### src/rtl/count_pkg.sv
// Shared definitions for the count_sweep_ctrl slice.
// Contents:
//   - default widths for counter value, sweep count and dwell length
//   - state encodings ST_IDLE..ST_DONE and the matching state_e enum
package count_pkg;

  localparam int CNT_W_DEF   = 4;
  localparam int CYC_W_DEF   = 8;
  localparam int DWELL_W_DEF = 8;

  localparam logic [2:0] ST_IDLE     = 3'd0;
  localparam logic [2:0] ST_HOME     = 3'd1;
  localparam logic [2:0] ST_UP       = 3'd2;
  localparam logic [2:0] ST_DWELL_HI = 3'd3;
  localparam logic [2:0] ST_DOWN     = 3'd4;
  localparam logic [2:0] ST_DWELL_LO = 3'd5;
  localparam logic [2:0] ST_DONE     = 3'd6;

  typedef enum logic [2:0] {
    S_IDLE     = ST_IDLE,
    S_HOME     = ST_HOME,
    S_UP       = ST_UP,
    S_DWELL_HI = ST_DWELL_HI,
    S_DOWN     = ST_DOWN,
    S_DWELL_LO = ST_DWELL_LO,
    S_DONE     = ST_DONE
  } state_e;

endpackage

### src/rtl/sweep_dwell_timer.sv
// Down-counter that times the hold at each sweep bound.
// Ports:
//   clk, rst_n   clock, asynchronous active-low reset
//   load_i       load load_val_i (takes priority over dec_i)
//   load_val_i   value to load
//   dec_i        decrement by one, stopping at zero
//   zero_o       timer value is zero
module sweep_dwell_timer #(
  parameter int W = 8
) (
  input  logic         clk,
  input  logic         rst_n,
  input  logic         load_i,
  input  logic [W-1:0] load_val_i,
  input  logic         dec_i,
  output logic         zero_o
);

  logic [W-1:0] tmr_q;
  logic [W-1:0] tmr_d;

  always_comb begin
    tmr_d = tmr_q;
    if (load_i) begin
      tmr_d = load_val_i;
    end else if (dec_i && (tmr_q != '0)) begin
      tmr_d = tmr_q - W'(1);
    end
  end

  always_ff @(posedge clk or negedge rst_n) begin
    if (!rst_n) begin
      tmr_q <= '0;
    end else begin
      tmr_q <= tmr_d;
    end
  end

  assign zero_o = (tmr_q == '0);

endmodule

### src/rtl/count_sweep_ctrl.sv
// Sweep sequencer for a countUpDown counter: homes the counter to LO, then runs
// triangle sweeps LO->HI (dwell) HI->LO (dwell) for cycles_cfg sweeps (0 = until
// abort) and pulses done. The counter's count is fed back so that motion stops
// exactly on each bound.
// Ports:
//   clk, rst_n                clock, asynchronous active-low reset
//   start                     1-cycle pulse, accepted only in IDLE
//   abort                     level, ends the run via DONE
//   lo_cfg/hi_cfg             sweep bounds
//   cycles_cfg/dwell_cfg      sweep count (0 = continuous), dwell cycles
//   cnt_value                 counter feedback
//   cnt_enable/cnt_up         counter controls
//   busy/done/err/sweep_cnt   status
//   dbg_state                 current FSM state encoding
//
// Handshake: start is a single-cycle request sampled on the rising edge; it is
// accepted only when busy is low and abort is low, and is dropped (never queued)
// otherwise. done is a single-cycle completion strobe; busy is high from the
// cycle after an accepted start up to and including the done cycle.
module count_sweep_ctrl
  import count_pkg::*;
#(
  parameter int CNT_W   = CNT_W_DEF,
  parameter int CYC_W   = CYC_W_DEF,
  parameter int DWELL_W = DWELL_W_DEF
) (
  input  logic               clk,
  input  logic               rst_n,
  input  logic               start,
  input  logic               abort,
  input  logic [CNT_W-1:0]   lo_cfg,
  input  logic [CNT_W-1:0]   hi_cfg,
  input  logic [CYC_W-1:0]   cycles_cfg,
  input  logic [DWELL_W-1:0] dwell_cfg,
  input  logic [CNT_W-1:0]   cnt_value,
  output logic               cnt_enable,
  output logic               cnt_up,
  output logic               busy,
  output logic               done,
  output logic               err,
  output logic [CYC_W-1:0]   sweep_cnt,
  output logic [2:0]         dbg_state
);

  state_e state_q, state_d;

  logic [CNT_W-1:0]   lo_q, lo_d;
  logic [CNT_W-1:0]   hi_q, hi_d;
  logic [CYC_W-1:0]   cyc_q, cyc_d;
  logic [DWELL_W-1:0] dwell_q, dwell_d;
  logic [CYC_W-1:0]   sweep_q, sweep_d;
  logic               err_q, err_d;
  logic               up_q, up_d;

  logic               tmr_load;
  logic               tmr_dec;
  logic               tmr_zero;
  logic [DWELL_W-1:0] tmr_load_val;
  logic [CYC_W-1:0]   sweep_inc;

  // The dwell state itself occupies one cycle, so load dwell-1; a zero dwell
  // still spends that single cycle in the dwell state.
  assign tmr_load_val = (dwell_q == '0) ? '0 : dwell_q - DWELL_W'(1);

  // Continuous runs keep counting but never wrap back to zero.
  assign sweep_inc = (&sweep_q) ? sweep_q : sweep_q + CYC_W'(1);

  sweep_dwell_timer #(
    .W (DWELL_W)
  ) u_dwell_timer (
    .clk        (clk),
    .rst_n      (rst_n),
    .load_i     (tmr_load),
    .load_val_i (tmr_load_val),
    .dec_i      (tmr_dec),
    .zero_o     (tmr_zero)
  );

  always_comb begin
    state_d    = state_q;
    lo_d       = lo_q;
    hi_d       = hi_q;
    cyc_d      = cyc_q;
    dwell_d    = dwell_q;
    sweep_d    = sweep_q;
    err_d      = err_q;
    // Direction holds its last value whenever the counter is not moving.
    up_d       = up_q;
    cnt_enable = 1'b0;
    tmr_load   = 1'b0;
    tmr_dec    = 1'b0;

    unique case (state_q)
      S_IDLE: begin
        if (start && !abort) begin
          if (lo_cfg > hi_cfg) begin
            err_d   = 1'b1;
            state_d = S_DONE;
          end else begin
            lo_d    = lo_cfg;
            hi_d    = hi_cfg;
            cyc_d   = cycles_cfg;
            dwell_d = dwell_cfg;
            sweep_d = '0;
            err_d   = 1'b0;
            state_d = S_HOME;
          end
        end
      end

      S_HOME: begin
        if (abort) begin
          state_d = S_DONE;
        end else if (cnt_value == lo_q) begin
          state_d = S_UP;
        end else begin
          // Move straight toward LO; never rely on wrap-around.
          cnt_enable = 1'b1;
          up_d       = (cnt_value < lo_q);
        end
      end

      S_UP: begin
        if (abort) begin
          state_d = S_DONE;
        end else if (cnt_value == hi_q) begin
          tmr_load = 1'b1;
          state_d  = S_DWELL_HI;
        end else begin
          cnt_enable = 1'b1;
          up_d       = 1'b1;
        end
      end

      S_DWELL_HI: begin
        if (abort) begin
          state_d = S_DONE;
        end else if (tmr_zero) begin
          state_d = S_DOWN;
        end else begin
          tmr_dec = 1'b1;
        end
      end

      S_DOWN: begin
        if (abort) begin
          state_d = S_DONE;
        end else if (cnt_value == lo_q) begin
          tmr_load = 1'b1;
          state_d  = S_DWELL_LO;
        end else begin
          cnt_enable = 1'b1;
          up_d       = 1'b0;
        end
      end

      S_DWELL_LO: begin
        if (abort) begin
          state_d = S_DONE;
        end else if (tmr_zero) begin
          sweep_d = sweep_inc;
          if ((cyc_q != '0) && (sweep_inc == cyc_q)) begin
            state_d = S_DONE;
          end else begin
            state_d = S_UP;
          end
        end else begin
          tmr_dec = 1'b1;
        end
      end

      S_DONE: begin
        state_d = S_IDLE;
      end

      default: begin
        state_d = S_IDLE;
      end
    endcase
  end

  always_ff @(posedge clk or negedge rst_n) begin
    if (!rst_n) begin
      state_q <= S_IDLE;
      lo_q    <= '0;
      hi_q    <= '0;
      cyc_q   <= '0;
      dwell_q <= '0;
      sweep_q <= '0;
      err_q   <= 1'b0;
      up_q    <= 1'b0;
    end else begin
      state_q <= state_d;
      lo_q    <= lo_d;
      hi_q    <= hi_d;
      cyc_q   <= cyc_d;
      dwell_q <= dwell_d;
      sweep_q <= sweep_d;
      err_q   <= err_d;
      up_q    <= up_d;
    end
  end

  assign cnt_up    = up_d;
  assign busy      = (state_q != S_IDLE);
  assign done      = (state_q == S_DONE);
  assign err       = err_q;
  assign sweep_cnt = sweep_q;
  assign dbg_state = state_q;

endmodule
### config.mk
export PLATFORM = sky130hd
export DESIGN_NAME = count_sweep_ctrl
export DESIGN_NICKNAME = d
export VERILOG_FILES = /design/src/rtl/count_pkg.sv /design/src/rtl/sweep_dwell_timer.sv /design/src/rtl/count_sweep_ctrl.sv
export SDC_FILE = /design/constraint.sdc
export NUM_CORES = 1
export LEC_CHECK = 0
export CORE_MARGIN = 8
export CORE_UTILIZATION = 49
export CTS_CLUSTER_SIZE = 12
export DETAILED_ROUTE_END_ITERATION = 6
export HOLD_SLACK_MARGIN = 0.08
export MAX_ROUTING_LAYER = met4
export PLACE_DENSITY_LB_ADDON = 0.25
export SKIP_CTS_REPAIR_TIMING = 1
export SLEW_MARGIN = 10
export SYNTH_ARGS = -nofsm -noshare
export SYNTH_HDL_FRONTEND = slang
export SYNTH_HIERARCHICAL = 1
export SYNTH_SLANG_ARGS = --single-unit
### constraint.sdc
create_clock -name clk -period 2.65 [get_ports clk]
set_input_delay 0.265 -clock clk [delete_from_list [all_inputs] [get_ports clk]]
set_output_delay 0.265 -clock clk [all_outputs]
set_load 0.02 [all_outputs]
# Word-level counts from Yosys, hierarchy flattened
# Index checks and enable logic that the tools add are counted.
[word_totals]
ff_bits = 45
inputBits = 32
word_cells = 96
[op_classes]
add_sub_neg = 3
n_lt_le_gt_ge = 2
eq_ne = 18
muxes = 44
bitwise = 1
reduce_logical = 19
[op_table]
columns = ["op", "n"]
rows = [
  ["8-bit two-way mux", 8],
  ["3-bit two-way mux", 13],
  ["1-bit two-way mux", 18],
  ["3-bit one-hot mux with 6 select lines", 1],
  ["8-bit logical NOT", 2],
  ["8-bit one-hot mux with 2 select lines", 1],
  ["8-bit nonzero test", 2],
  ["8-bit by 1-bit subtractor with 8-bit output, second input constant", 2],
  ["3-bit != test, second input constant", 5],
  ["3-bit == test, second input constant", 3],
  ["8-bit by 1-bit adder with 8-bit output, second input constant", 1],
  ["4-bit == test", 2],
  ["8-bit == test", 1],
  ["2-bit != test, second input constant", 4],
  ["8-bit AND reduction", 1],
  ["3-bit by 2-bit == test with 1-bit output, second input constant", 2],
  ["6-bit AND reduction", 1],
  ["5-bit AND reduction", 1],
  ["4-bit > comparator", 1],
  ["4-bit less-than comparator", 1],
  ["1-bit one-hot mux with 2 select lines", 2],
  ["2-bit nonzero test", 2],
  ["2-bit OR reduction", 2],
  ["3-bit by 1-bit == test with 1-bit output, second input constant", 1],
  ["other kinds (8)", 10],
]

# Depth between registers and ports, before layout
# Gate-level depths: netlist of run 1.
[depth]
depth_word = 8
mapped_depth = 10
depth_no_buf = 9

# Hierarchy
# The synthesis of run 1 kept the hierarchy.
[by_module_without_submodules]
columns = ["mod", "instances", "cells_each", "area_per_inst_um2"]
rows = [
  ["count_sweep_ctrl", 1, 272, 2482.4],
  ["sweep_dwell_timer", 1, 60, 545.5],
]

# Worst setup path after synthesis of run 1
# No wires, ideal clock.
[synth_path]
path_type = "register -> register"
startpoint = "register sweep_q[0], in the netlist sweep_cnt[0]"
endpoint = "register state_q[2], in the netlist dbg_state[2]"
setup_ns = 0.080
t_arrival_ns = 2.623
path_slack_ns = -0.052
path_stages_with_launch = 9
path_buffers = 1
period_less_slack_ns = 2.702
path_cell_list = "dfrtp_1 ha_1 buf_6 nand3_4 or4_1 and3_1 or4b_1 or4_1 a2bb2oi_1"
[synth_via]
elab_chain_len = 8
[synth_lines]
columns = ["item", "line", "text"]
rows = [
  ["start, declared", "count_sweep_ctrl.sv:51", "logic [CYC_W-1:0] sweep_q, sweep_d;"],
  ["start signal, assigned", "count_sweep_ctrl.sv:198", "sweep_q <= sweep_d;"],
  ["8-bit by 1-bit adder with 8-bit output / 8-bit AND reduction (equally long branches)", "count_sweep_ctrl.sv:66", "assign sweep_inc = (&sweep_q) ? sweep_q : sweep_q + CYC_W'(1);"],
  ["8-bit two-way mux *", "count_sweep_ctrl.sv:66", ""],
  ["8-bit == test *", "count_sweep_ctrl.sv:162", "if ((cyc_q != '0) && (sweep_inc == cyc_q)) begin"],
  ["1-bit logical AND *", "count_sweep_ctrl.sv:162", ""],
  ["3-bit two-way mux *", "count_sweep_ctrl.sv:162", ""],
  ["3-bit two-way mux *", "count_sweep_ctrl.sv:160", "end else if (tmr_zero) begin"],
  ["3-bit two-way mux *", "count_sweep_ctrl.sv:158", "if (abort) begin"],
  ["3-bit one-hot mux with 6 select lines *", "count_sweep_ctrl.sv:93", "unique case (state_q)"],
  ["end signal, assigned", "count_sweep_ctrl.sv:193", "state_q <= state_d;"],
  ["end, declared", "count_sweep_ctrl.sv:45", "state_e state_q, state_d;"],
]
# Every way passes the cells marked *; elsewhere a longest branch is shown, timed or not. The select of a mux whose other input is x is not followed.
# A chain may end at the register's enable or synchronous reset.

# Final worst setup path of run 1
# Same ends and word-level chain as after synthesis.

==> impl_metrics.py, run 1 <==
metrics = {
    "sta": {
        "fin_tns_setup_ps": 0,
        "worst_clock_skew_ps": 4.45,
        "timing.final.setup_violations": 0,
        "worst-slew-pin-transition_ps": 781,
        "period_minus_slack_ps": 2530,
        "setup_ws_ps": 122,
        "timing_hold_violations_final": 0,
        "max_clock_freq_mhz": 396,
        "rsz_0062_raised_after_global_routing": "no",
        "hold_slack_ps": 35.0,
        "max_slew_margin": 0.479,
        "post-route-period-util": 0.954,
        "timing_max_transition_violations_final": 0,
    },
    "clock_tree": {
        "cts.sink_count": 45,
        "cts_buffers": 5,
        "ctsHtreeMaxLevel": 2,
        "path_clk_slew_ps": 90,
        "clock_tree_from_tritoncts": "done",
        "bufs_on_longest_clock_path": 2,
        "ctsRootBufferMaster": "clkbuf_8",
        "clk_latency_ps": 290,
    },
    "detailed_routing": {
        "detail_route.wl_per_cell_um": 15.9,
        "dr.pass1.iters": 4,
        "route.detailed.vias_per_inst": 5.82,
        "ant_nets": 0,
        "vias": 2749,
        "postRouteWirelength_mm": 7.51,
        "drc_errors": 0,
        "detailedRoute.firstIterationViolations": 140,
    },
    "yosys": {
        "synth_top_cell_by_area": "dfrtp_1",
        "synth_area_um2": 3030,
        "postSynthAreaPerCell_um2": 9.12,
        "synth_warnings": 6,
        "synthDistinctLibCells": 61,
        "post_synth_inst_count": 332,
        "net_count_synth": 376,
        "synth-edff-count": 0,
        "asyncSetResetFlopFracSynth": 1.00,
        "post-synth-top-count-cell": "dfrtp_1",
        "post_synth_main_area_contributors": "dfrtp_1 (37%), mux2_2 (7.8%), ha_1 (5.0%), nor2_1 (3.6%), a21oi_1 (3.0%)",
        "fraction_of_post_synthesis_cell_area_in_the_top_cell_type_by_area": 0.372,
        "dominant_synthesized_flop_cell": "dfrtp_1",
        "sequential_share_of_the_synthesized_area": 0.372,
        "synth-seq-cells": 45,
        "synth_top_cells_by_count": "dfrtp_1 (45), nor2_1 (29), mux2_2 (21)",
    },
    "floorplan": {
        "top_level_ports": 48,
        "design.die.area_um2": 8950,
        "die_x_um": 94.6,
        "fp-row-count": 28,
        "fp.coreArea_um2": 5960,
        "dieHeight_um": 94.6,
        "initial_core_utilization": 0.508,
    },
    "setup_path": {
        "worstPathMaxFanout": 7,
        "critical_path.endpoint_type": "flop",
        "r2r_setup_slack_ps": 120,
        "cp.arrival_ps": 2750,
        "worst_ep_required_time_ps": 2870,
        "critPathKind": "reg2reg",
        "worst_setup_path_start_kind": "flop",
    },
    "global_routing": {
        "vias_in_the_first_global_route": 2843,
        "number_of_antenna_violations_at_the_first_check_in_global_routing": 0,
        "gr-total-overflow": 0,
        "grt_util_all_layers": 0.186,
        "wire_length_of_the_first_global_routing_pass_mm": 13.1,
        "grt_max_degree": 34,
    },
    "power": {
        "power.share.switching": 0.403,
        "p_leak_nw": 1.57,
        "worst_supply_voltage_drop_on_vdd_uv": 550,
        "pwr-share-clk": 0.142,
        "netSwitchingPower_mw": 1.50,
        "power_density_nw_per_um2": 971,
        "cell_internal_pwr_mw": 2.22,
        "sequential_power_share": 0.357,
        "combPwrFrac": 0.501,
    },
    "place": {
        "pre_cts_slack_ps": 122,
        "portBuffers": 47,
        "placedInstanceArea_um2": 3700,
        "dpl.hpwl_mm": 5.73,
        "routability_driven_placement_congestion_ratio": 0.879,
        "dp.cells": 464,
    },
    "layout": {
        "antenna_cells": 0,
        "finalNonFillerCells": 472,
        "final_cell_area_um2": 3820,
        "final_nets": 440,
        "drive_above_1_share": 0.176,
        "synthToLayoutAreaGrowth_pct": 26.3,
    },
    "run": {
        "max-cap-violations": 0,
    },
    "status": {
        "outcome": "completed",
    },
    "worst_hold_path": {
        "hold_class": "in2async",
    },
}
[cell families (layout without fill, tap and decap cells)]
| logic type | after synthesis | after routing | share of synthesized area |
|---|---|---|---|
| AND/OR/NAND/NOR | 124 | 124 | 0.226 |
| XOR/XNOR | 14 | 14 | 0.0405 |
| adder cells (fa/ha/maj) | 13 | 13 | 0.0529 |
| flip-flops | 45 | 45 | 0.372 |
| AO/OA/AOI/OAI | 79 | 79 | 0.176 |
| buffers and inverters | 36 | 101 | 0.0554 |
| multiplexers | 21 | 21 | 0.0781 |
[worst paths after layout]
| check | startpoint | cells after the start | endpoint |
|---|---|---|---|
| setup / recovery | sweep_cnt[0]$_DFFE_PN0P_ | 8 | dbg_state[2]$_DFFE_PN0P_ |
| hold / removal | rst_n | 1 | u_dwell_timer/tmr_q[7]$_DFFE_PN0P_ |
| setup reg to reg | sweep_cnt[0]$_DFFE_PN0P_ | 8 | dbg_state[2]$_DFFE_PN0P_ |
| hold reg to reg | up_q$_DFF_PN0_ | 2 | up_q$_DFF_PN0_ |
| max in group asynchronous | rst_n | 2 | lo_q[3]$_DFFE_PN0P_ |
| min in group clk | up_q$_DFF_PN0_ | 2 | up_q$_DFF_PN0_ |
[flip-flops by register name (all words and copies together) (netlist names)]
name,cells
lo_q,4
dbg_state,3
u_dwell_timer/tmr_q,8
dwell_q,8
sweep_cnt,8
up_q,1
cyc_q,8
err,1
hi_q,4
[cells in the final DEF, fill, tap and decap left out, types with 3 or more instances in the layout]
cell type	Yosys	final
clkdlybuf4s50_1	0	46
dfrtp_1	45	43
nor2_1	29	28
buf_4	3	24
mux2_2	21	21
inv_1	20	20
nand2_1	19	19
a21oi_1	18	18
o21ai_0	17	17
nand3_1	15	15
ha_1	12	12
xor2_1	7	7
nand4_1	7	7
nor3_1	7	7
xnor2_1	7	7
nor2b_1	6	6
nor4_1	5	5
nand2b_1	5	5
or4_1	5	5
clkbuf_8	0	5
or2_2	4	4
o2111ai_1	4	4
o21a_1	4	4
a31oi_1	4	4
or3_1	3	3
o31ai_1	3	3
a211o_1	3	3
a211oi_1	3	3
o211ai_1	3	3
a2bb2oi_1	3	3
nor3b_1	3	3
[critical path: stages, from the launching register on]
cell and delay [ps]:
dfrtp_2 420, ha_1 240, buf_4 180, and3_2 230, nand4b_1 100, a21oi_1 70
or4b_1 520, or4_1 530, a2bb2oi_1 170
[area by class of cell]
class | instances | area, µm²
sequential | 45 | 1130
inverter | 21 | 78.8
fill | 519 | 2130
multi-input combinational | 251 | 1740
clock inverter | 3 | 46.3
clock buffer | 5 | 68.8
tap | 75 | 93.8
timing repair buffer | 72 | 666
[stage by stage]
step | util | power (mW)
after floorplan | - | 2.54
after global placement | 0.622 | 3.13
after detailed placement | 0.622 | 3.18
after CTS | 0.641 | 3.72
after global routing | 0.642 | 4.01
final | 0.642 | 3.71
[power groups by stage]
stage	clock network, mW	registers (mW)	logic (mW)
detailed placement	0	1.33	1.84
CTS	0.545	1.32	1.85
global route	0.571	1.37	2.07
global placement	0	1.33	1.80
floorplan	0	1.30	1.23
finish	0.526	1.33	1.86
[routing by layer]
| layer | share of wire | up-vias | track usage |
|---|---|---|---|
| met5 | 0 | - | - |
| met4 | 0.0051 | 0 | 0.0585 |
| met3 | 0.049 | 5 | 0.0397 |
| met2 | 0.49 | 78 | 0.305 |
| met1 | 0.46 | 1309 | 0.224 |
| li1 | - | 1357 | - |
Power figures use the tool's default switching activity.
==> run 2, diff against run 1 <==
--- a/config.mk
+++ b/config.mk
@@ -6,7 +6,7 @@
 export NUM_CORES = 1
 export LEC_CHECK = 0
 export CORE_MARGIN = 8
-export CORE_UTILIZATION = 49
+export CORE_UTILIZATION = 50
 export CTS_CLUSTER_SIZE = 12
 export DETAILED_ROUTE_END_ITERATION = 6
 export HOLD_SLACK_MARGIN = 0.08
==> constraint.sdc (replaced) <==
create_clock -name clk -period 2.8 [get_ports clk]
set_input_delay 0.28 -clock clk [delete_from_list [all_inputs] [get_ports clk]]
set_output_delay 0.28 -clock clk [all_outputs]
set_load 0.02 [all_outputs]
==> run 2 against run 1 <==
  * Wire length fell by 0.88%
  * Clock-buffer cell count rose by 1
  * Cell count fell by 1.3%
  * Total power fell by 9.6%
==> impl_metrics.py, run 2 (synthesis gave the netlist of run 1 again) <==
metrics = {
    "status": {
        "outcome": "completed",
    },
    "setup_path": {
        "worst_r2r_start": "u_dwell_timer/tmr_q[0]$_DFFE_PN0P_",
        "max_stage_delay_ps": 540,
        "cp.arrival_ps": 2740,
        "worst_ep_required_time_ps": 2990,
        "critPathKind": "reg2reg",
        "critical_path.endpoint_type": "flop",
        "critical_path.startpoint": "u_dwell_timer/tmr_q[0]$_DFFE_PN0P_",
        "critical_path.cell_chain": "inv_1, ha_1, or3b_2, nor2_1, nor2_1, or4b_1, o311a_1, a221o_1",
        "worstPathMaxFanout": 6,
        "worst_setup_path_start_kind": "flop",
        "cpMostUsedCell": "nor2_1",
        "critical_path.slowest_cell": "or4b_1",
    },
    "layout": {
        "layout_common_cells": "clkdlybuf4s50_1 (46), dfrtp_1 (45), nor2_1 (28)",
        "drive_above_1_share": 0.153,
        "final_nets": 434,
        "synthToLayoutAreaGrowth_pct": 23.5,
        "layout.filler_cells": 528,
        "antenna_cells": 0,
        "layout_commonest_cell": "clkdlybuf4s50_1",
    },
    "worst_hold_path": {
        "hold_class": "in2async",
    },
    "clock_tree": {
        "ctsRootBufferMaster": "clkbuf_8",
        "clock_tree_from_tritoncts": "done",
        "cts_buffers": 5,
        "clk_latency_ps": 300,
        "cts.sink_count": 45,
        "path_clk_slew_ps": 80,
        "ctsHtreeMaxLevel": 2,
        "bufs_on_longest_clock_path": 2,
    },
    "floorplan": {
        "top_level_ports": 48,
        "initial_core_utilization": 0.514,
        "die_x_um": 93.8,
        "dieHeight_um": 93.8,
        "design.die.area_um2": 8800,
        "fp-row-count": 28,
        "fp.coreArea_um2": 5890,
    },
    "sta": {
        "max_clock_freq_mhz": 393,
        "hold_slack_ps": 147,
        "max_slew_margin": 0.324,
        "rsz_0062_raised_after_global_routing": "no",
        "period_minus_slack_ps": 2550,
        "worst_clock_skew_ps": 6.42,
        "fin_tns_setup_ps": 0,
        "worst-slew-pin-transition_ps": 1010,
        "timing_hold_violations_final": 0,
        "timing.final.setup_violations": 0,
        "timing_max_transition_violations_final": 0,
        "post-route-period-util": 0.909,
    },
    "global_routing": {
        "grt_max_degree": 46,
        "wire_length_of_the_first_global_routing_pass_mm": 12.7,
        "number_of_antenna_violations_at_the_first_check_in_global_routing": 0,
        "vias_in_the_first_global_route": 2742,
        "grt_util_all_layers": 0.182,
        "gr-total-overflow": 0,
    },
    "detailed_routing": {
        "dr.pass1.iters": 4,
        "drc_errors": 0,
        "route.detailed.vias_per_inst": 5.93,
        "vias": 2763,
        "ant_nets": 0,
        "postRouteWirelength_mm": 7.45,
        "detail_route.wl_per_cell_um": 16.0,
        "detailedRoute.firstIterationViolations": 122,
    },
    "place": {
        "dpl.hpwl_mm": 5.73,
        "portBuffers": 47,
        "routability_driven_placement_congestion_ratio": 0.926,
    },
    "power": {
        "power_density_nw_per_um2": 898,
        "worst_supply_voltage_drop_on_vdd_uv": 444,
        "p_leak_nw": 1.53,
    },
    "run": {
        "max-cap-violations": 0,
    },
}
[run 2: cell count changes in the layout (fill, tap and decap cells not counted), sizes merged]
cell / change
bufinv: -1
clkinvlp: -1
clkinv: +1
buf: -6
clkbuf: +1
[run 2: final cells by class]
cell class                 instances  area (µm²)  share of cell area
inverter                          21        78.8              0.0211
sequential                        45        1130               0.301
multi-input combinational        251        1740               0.465
clock buffer                       6        72.6              0.0194
tap                               75        93.8              0.0251
timing repair buffer              66         621               0.166
clock inverter                     2        10.0             0.00268
[run 2: power breakdown]
part	switching [mW]	leakage [nW]	internal [mW]
Combinational	0.824	0.925	0.867
Sequential	0.338	0.563	0.930
Clock	0.223	0.0450	0.173
Total	1.39	1.53	1.97
[run 2: metrics by stage]
step	power [mW]	worst slack, ps	util	cells	instance area (µm²)
after floorplan	2.40	97.7	-	332	3030
after global placement	2.92	262	0.621	458	3660
after detailed placement	2.98	195	0.621	458	3660
after CTS	3.38	270	0.635	466	3740
after global routing	3.64	50.7	0.635	466	3740
final	3.36	254	0.635	466	3740
[run 2: routing by layer]
layer / vias up / GRT usage / part of all wire
li1: 1344 / - / -
met2: 56 / 0.301 / 0.49
met3: 6 / 0.0368 / 0.040
met4: 0 / 0.0462 / 0.0085
met5: - / - / 0
met1: 1357 / 0.220 / 0.46
[run 2: final timing paths]
| check | end | cells past startpoint | slack, ps |
|---|---|---|---|
| setup / recovery | u_dwell_timer/tmr_q[5]$_DFFE_PN0P_ | 8 | 250 |
| hold / removal | u_dwell_timer/tmr_q[7]$_DFFE_PN0P_ | 1 | 150 |
| setup reg to reg | u_dwell_timer/tmr_q[5]$_DFFE_PN0P_ | 8 | 250 |
| hold reg to reg | up_q$_DFF_PN0_ | 2 | 510 |
| max in group asynchronous | sweep_cnt[7]$_DFFE_PN0P_ | 1 | 2030 |
| min in group clk | up_q$_DFF_PN0_ | 2 | 510 |
[run 2: worst max-delay path: cells and delay by family (launching register included)]
kind	cells	cell delay (ps)
flip-flops	1	400
adder cells (fa/ha/maj)	1	220
AO/OA/AOI/OAI	2	580
buffers and inverters	1	90
AND/OR/NAND/NOR	4	1140
==> run 3, diff against run 2 <==
--- a/config.mk
+++ b/config.mk
@@ -5,15 +5,16 @@
 export SDC_FILE = /design/constraint.sdc
 export NUM_CORES = 1
 export LEC_CHECK = 0
+export CELL_PAD_IN_SITES_DETAIL_PLACEMENT = 1
+export CELL_PAD_IN_SITES_GLOBAL_PLACEMENT = 1
 export CORE_MARGIN = 8
-export CORE_UTILIZATION = 50
+export CORE_UTILIZATION = 41
 export CTS_CLUSTER_SIZE = 12
 export DETAILED_ROUTE_END_ITERATION = 6
 export HOLD_SLACK_MARGIN = 0.08
 export MAX_ROUTING_LAYER = met4
 export PLACE_DENSITY_LB_ADDON = 0.25
 export SKIP_CTS_REPAIR_TIMING = 1
-export SLEW_MARGIN = 10
 export SYNTH_ARGS = -nofsm -noshare
 export SYNTH_HDL_FRONTEND = slang
 export SYNTH_HIERARCHICAL = 1
==> run 3 against run 2 <==
  * Combinational power up 7%
  * Wire length up 14%
  * Register-to-register slack worse by 110 ps
  * Total power up 3.3%
  * Via count up 1.9%
  * Critical endpoint is now u_dwell_timer/tmr_q[7]$_DFFE_PN0P_
  * Largest power group unchanged
==> impl_metrics.py, run 3 (synthesis gave the netlist of run 1 again) <==
metrics = {
    "detailed_routing": {
        "detailedRoute.firstIterationViolations": 85,
        "dr.pass1.iters": 4,
        "detail_route.wl_per_cell_um": 17.2,
        "ant_nets": 0,
        "drc_errors": 0,
        "route.detailed.vias_per_inst": 5.71,
        "postRouteWirelength_mm": 8.49,
        "vias": 2816,
    },
    "setup_path": {
        "worst_ep_required_time_ps": 3040,
        "critPathKind": "reg2reg",
        "critical_path.startpoint": "u_dwell_timer/tmr_q[0]$_DFFE_PN0P_",
        "worst_r2r_start": "u_dwell_timer/tmr_q[0]$_DFFE_PN0P_",
        "timing.reg2reg.worst_path_depth": 9,
        "cp.arrival_ps": 2900,
        "worstPathMaxFanout": 5,
        "critical_path.endpoint_type": "flop",
        "worst_setup_path_start_kind": "flop",
    },
    "clock_tree": {
        "clk_latency_ps": 310,
        "ctsHtreeMaxLevel": 2,
        "path_clk_slew_ps": 100,
        "clock_tree_from_tritoncts": "done",
        "cts.sink_count": 45,
        "bufs_on_longest_clock_path": 2,
        "ctsRootBufferMaster": "clkbuf_8",
        "cts_buffers": 5,
    },
    "floorplan": {
        "top_level_ports": 48,
        "die_x_um": 102,
        "design.die.area_um2": 10400,
        "initial_core_utilization": 0.420,
        "fp.coreArea_um2": 7210,
        "dieHeight_um": 102,
        "fp-row-count": 31,
    },
    "global_routing": {
        "grt_util_all_layers": 0.179,
        "vias_in_the_first_global_route": 3070,
        "gr-total-overflow": 0,
        "grt_max_degree": 46,
        "wire_length_of_the_first_global_routing_pass_mm": 14.4,
        "number_of_antenna_violations_at_the_first_check_in_global_routing": 0,
    },
    "power": {
        "post-layout-total-power_mw": 3.47,
        "power_density_nw_per_um2": 912,
        "worst_supply_voltage_drop_on_vdd_uv": 387,
        "p_leak_nw": 1.55,
    },
    "place": {
        "portBuffers": 47,
        "dpl.hpwl_mm": 6.53,
        "routability_driven_placement_congestion_ratio": 0.816,
    },
    "run": {
        "max-cap-violations": 0,
    },
    "sta": {
        "rsz_0062_raised_after_global_routing": "no",
        "worst-slew-pin-transition_ps": 1060,
        "post-route-period-util": 0.950,
        "max_slew_margin": 0.292,
        "timing_hold_violations_final": 0,
        "fin_tns_setup_ps": 0,
        "max_clock_freq_mhz": 376,
        "timing_max_transition_violations_final": 0,
        "timing.final.setup_violations": 0,
        "period_minus_slack_ps": 2660,
        "worst_clock_skew_ps": 11.6,
    },
    "layout": {
        "layout_common_cells": "clkdlybuf4s50_1 (46), dfrtp_1 (45), nor2_1 (28)",
        "drive_above_1_share": 0.162,
        "synthToLayoutAreaGrowth_pct": 25.5,
        "antenna_cells": 0,
        "layout_commonest_cell": "clkdlybuf4s50_1",
        "layout.filler_cells": 876,
        "final_nets": 437,
    },
    "worst_hold_path": {
        "hold_class": "in2async",
    },
    "status": {
        "outcome": "completed",
    },
}
run 3: changes by cell type in the layout (fill, tap and decap cells not counted):
cell        before  now
buf_4           18   21
clkbuf_1         1    0
clkinv_2         2    1
clkinvlp_4       0    1
inv_6            0    1
run 3: cell type report:
type                    count  area (µm²)  area share
multi-input cells         251        1740       0.457
clock inverters             3        21.3     0.00560
repair buffers             69         643       0.169
well taps                  99         124      0.0326
flip-flops and latches     45        1130       0.296
inverters                  21        78.8      0.0208
clock buffers               5        68.8      0.0181
run 3: per-stage QoR:
stage / area (µm²) / instances / setup slack (ps) / utilization / hold WS (ps)
after detailed placement: 3710 / 485 / 130 / 0.514 / 492
after CTS: 3800 / 493 / 155 / 0.527 / 197
final: 3800 / 493 / 140 / 0.527 / 163
after global routing: 3800 / 493 / 25.0 / 0.527 / 266
after global placement: 3710 / 485 / 180 / 0.514 / 487
after floorplan: 3030 / 332 / 97.7 / - / -15.6
run 3: path summary, 6_finish.rpt:
kind                       slack, ps                                  to
max reg2reg                      140  u_dwell_timer/tmr_q[7]$_DFFE_PN0P_
max in group asynchronous       1990            dbg_state[0]$_DFFE_PN0P_
min                              160                     err$_DFFE_PN0P_
max                              140  u_dwell_timer/tmr_q[7]$_DFFE_PN0P_
min in group clk                 510                      up_q$_DFF_PN0_
min reg2reg                      510                      up_q$_DFF_PN0_
run 3: worst max-delay path: stages, from the launching register on:
cell and delay (ps):
dfrtp_1 400, inv_1 90, ha_1 240, or3b_2 230, nor2_1 80, nor2_1 320, buf_4 200, or3b_2 460
or4_1 480, nand3_1 100
run 3: power by group:
| group | switching, mW | total [mW] | internal (mW) | leakage [nW] |
|---|---|---|---|---|
| sequential | 0.313 | 1.24 | 0.930 | 0.563 |
| combinational | 0.900 | 1.80 | 0.896 | 0.939 |
| clock | 0.250 | 0.428 | 0.178 | 0.0445 |
run 3: routing by layer:
metal / wire (µm) / track usage / up-vias
met5: 0 / - / -
met4: 191 / 0.0688 / 0
met3: 174 / 0.0218 / 17
met2: 4320 / 0.309 / 48
met1: 3810 / 0.207 / 1404
li1: - / - / 1347
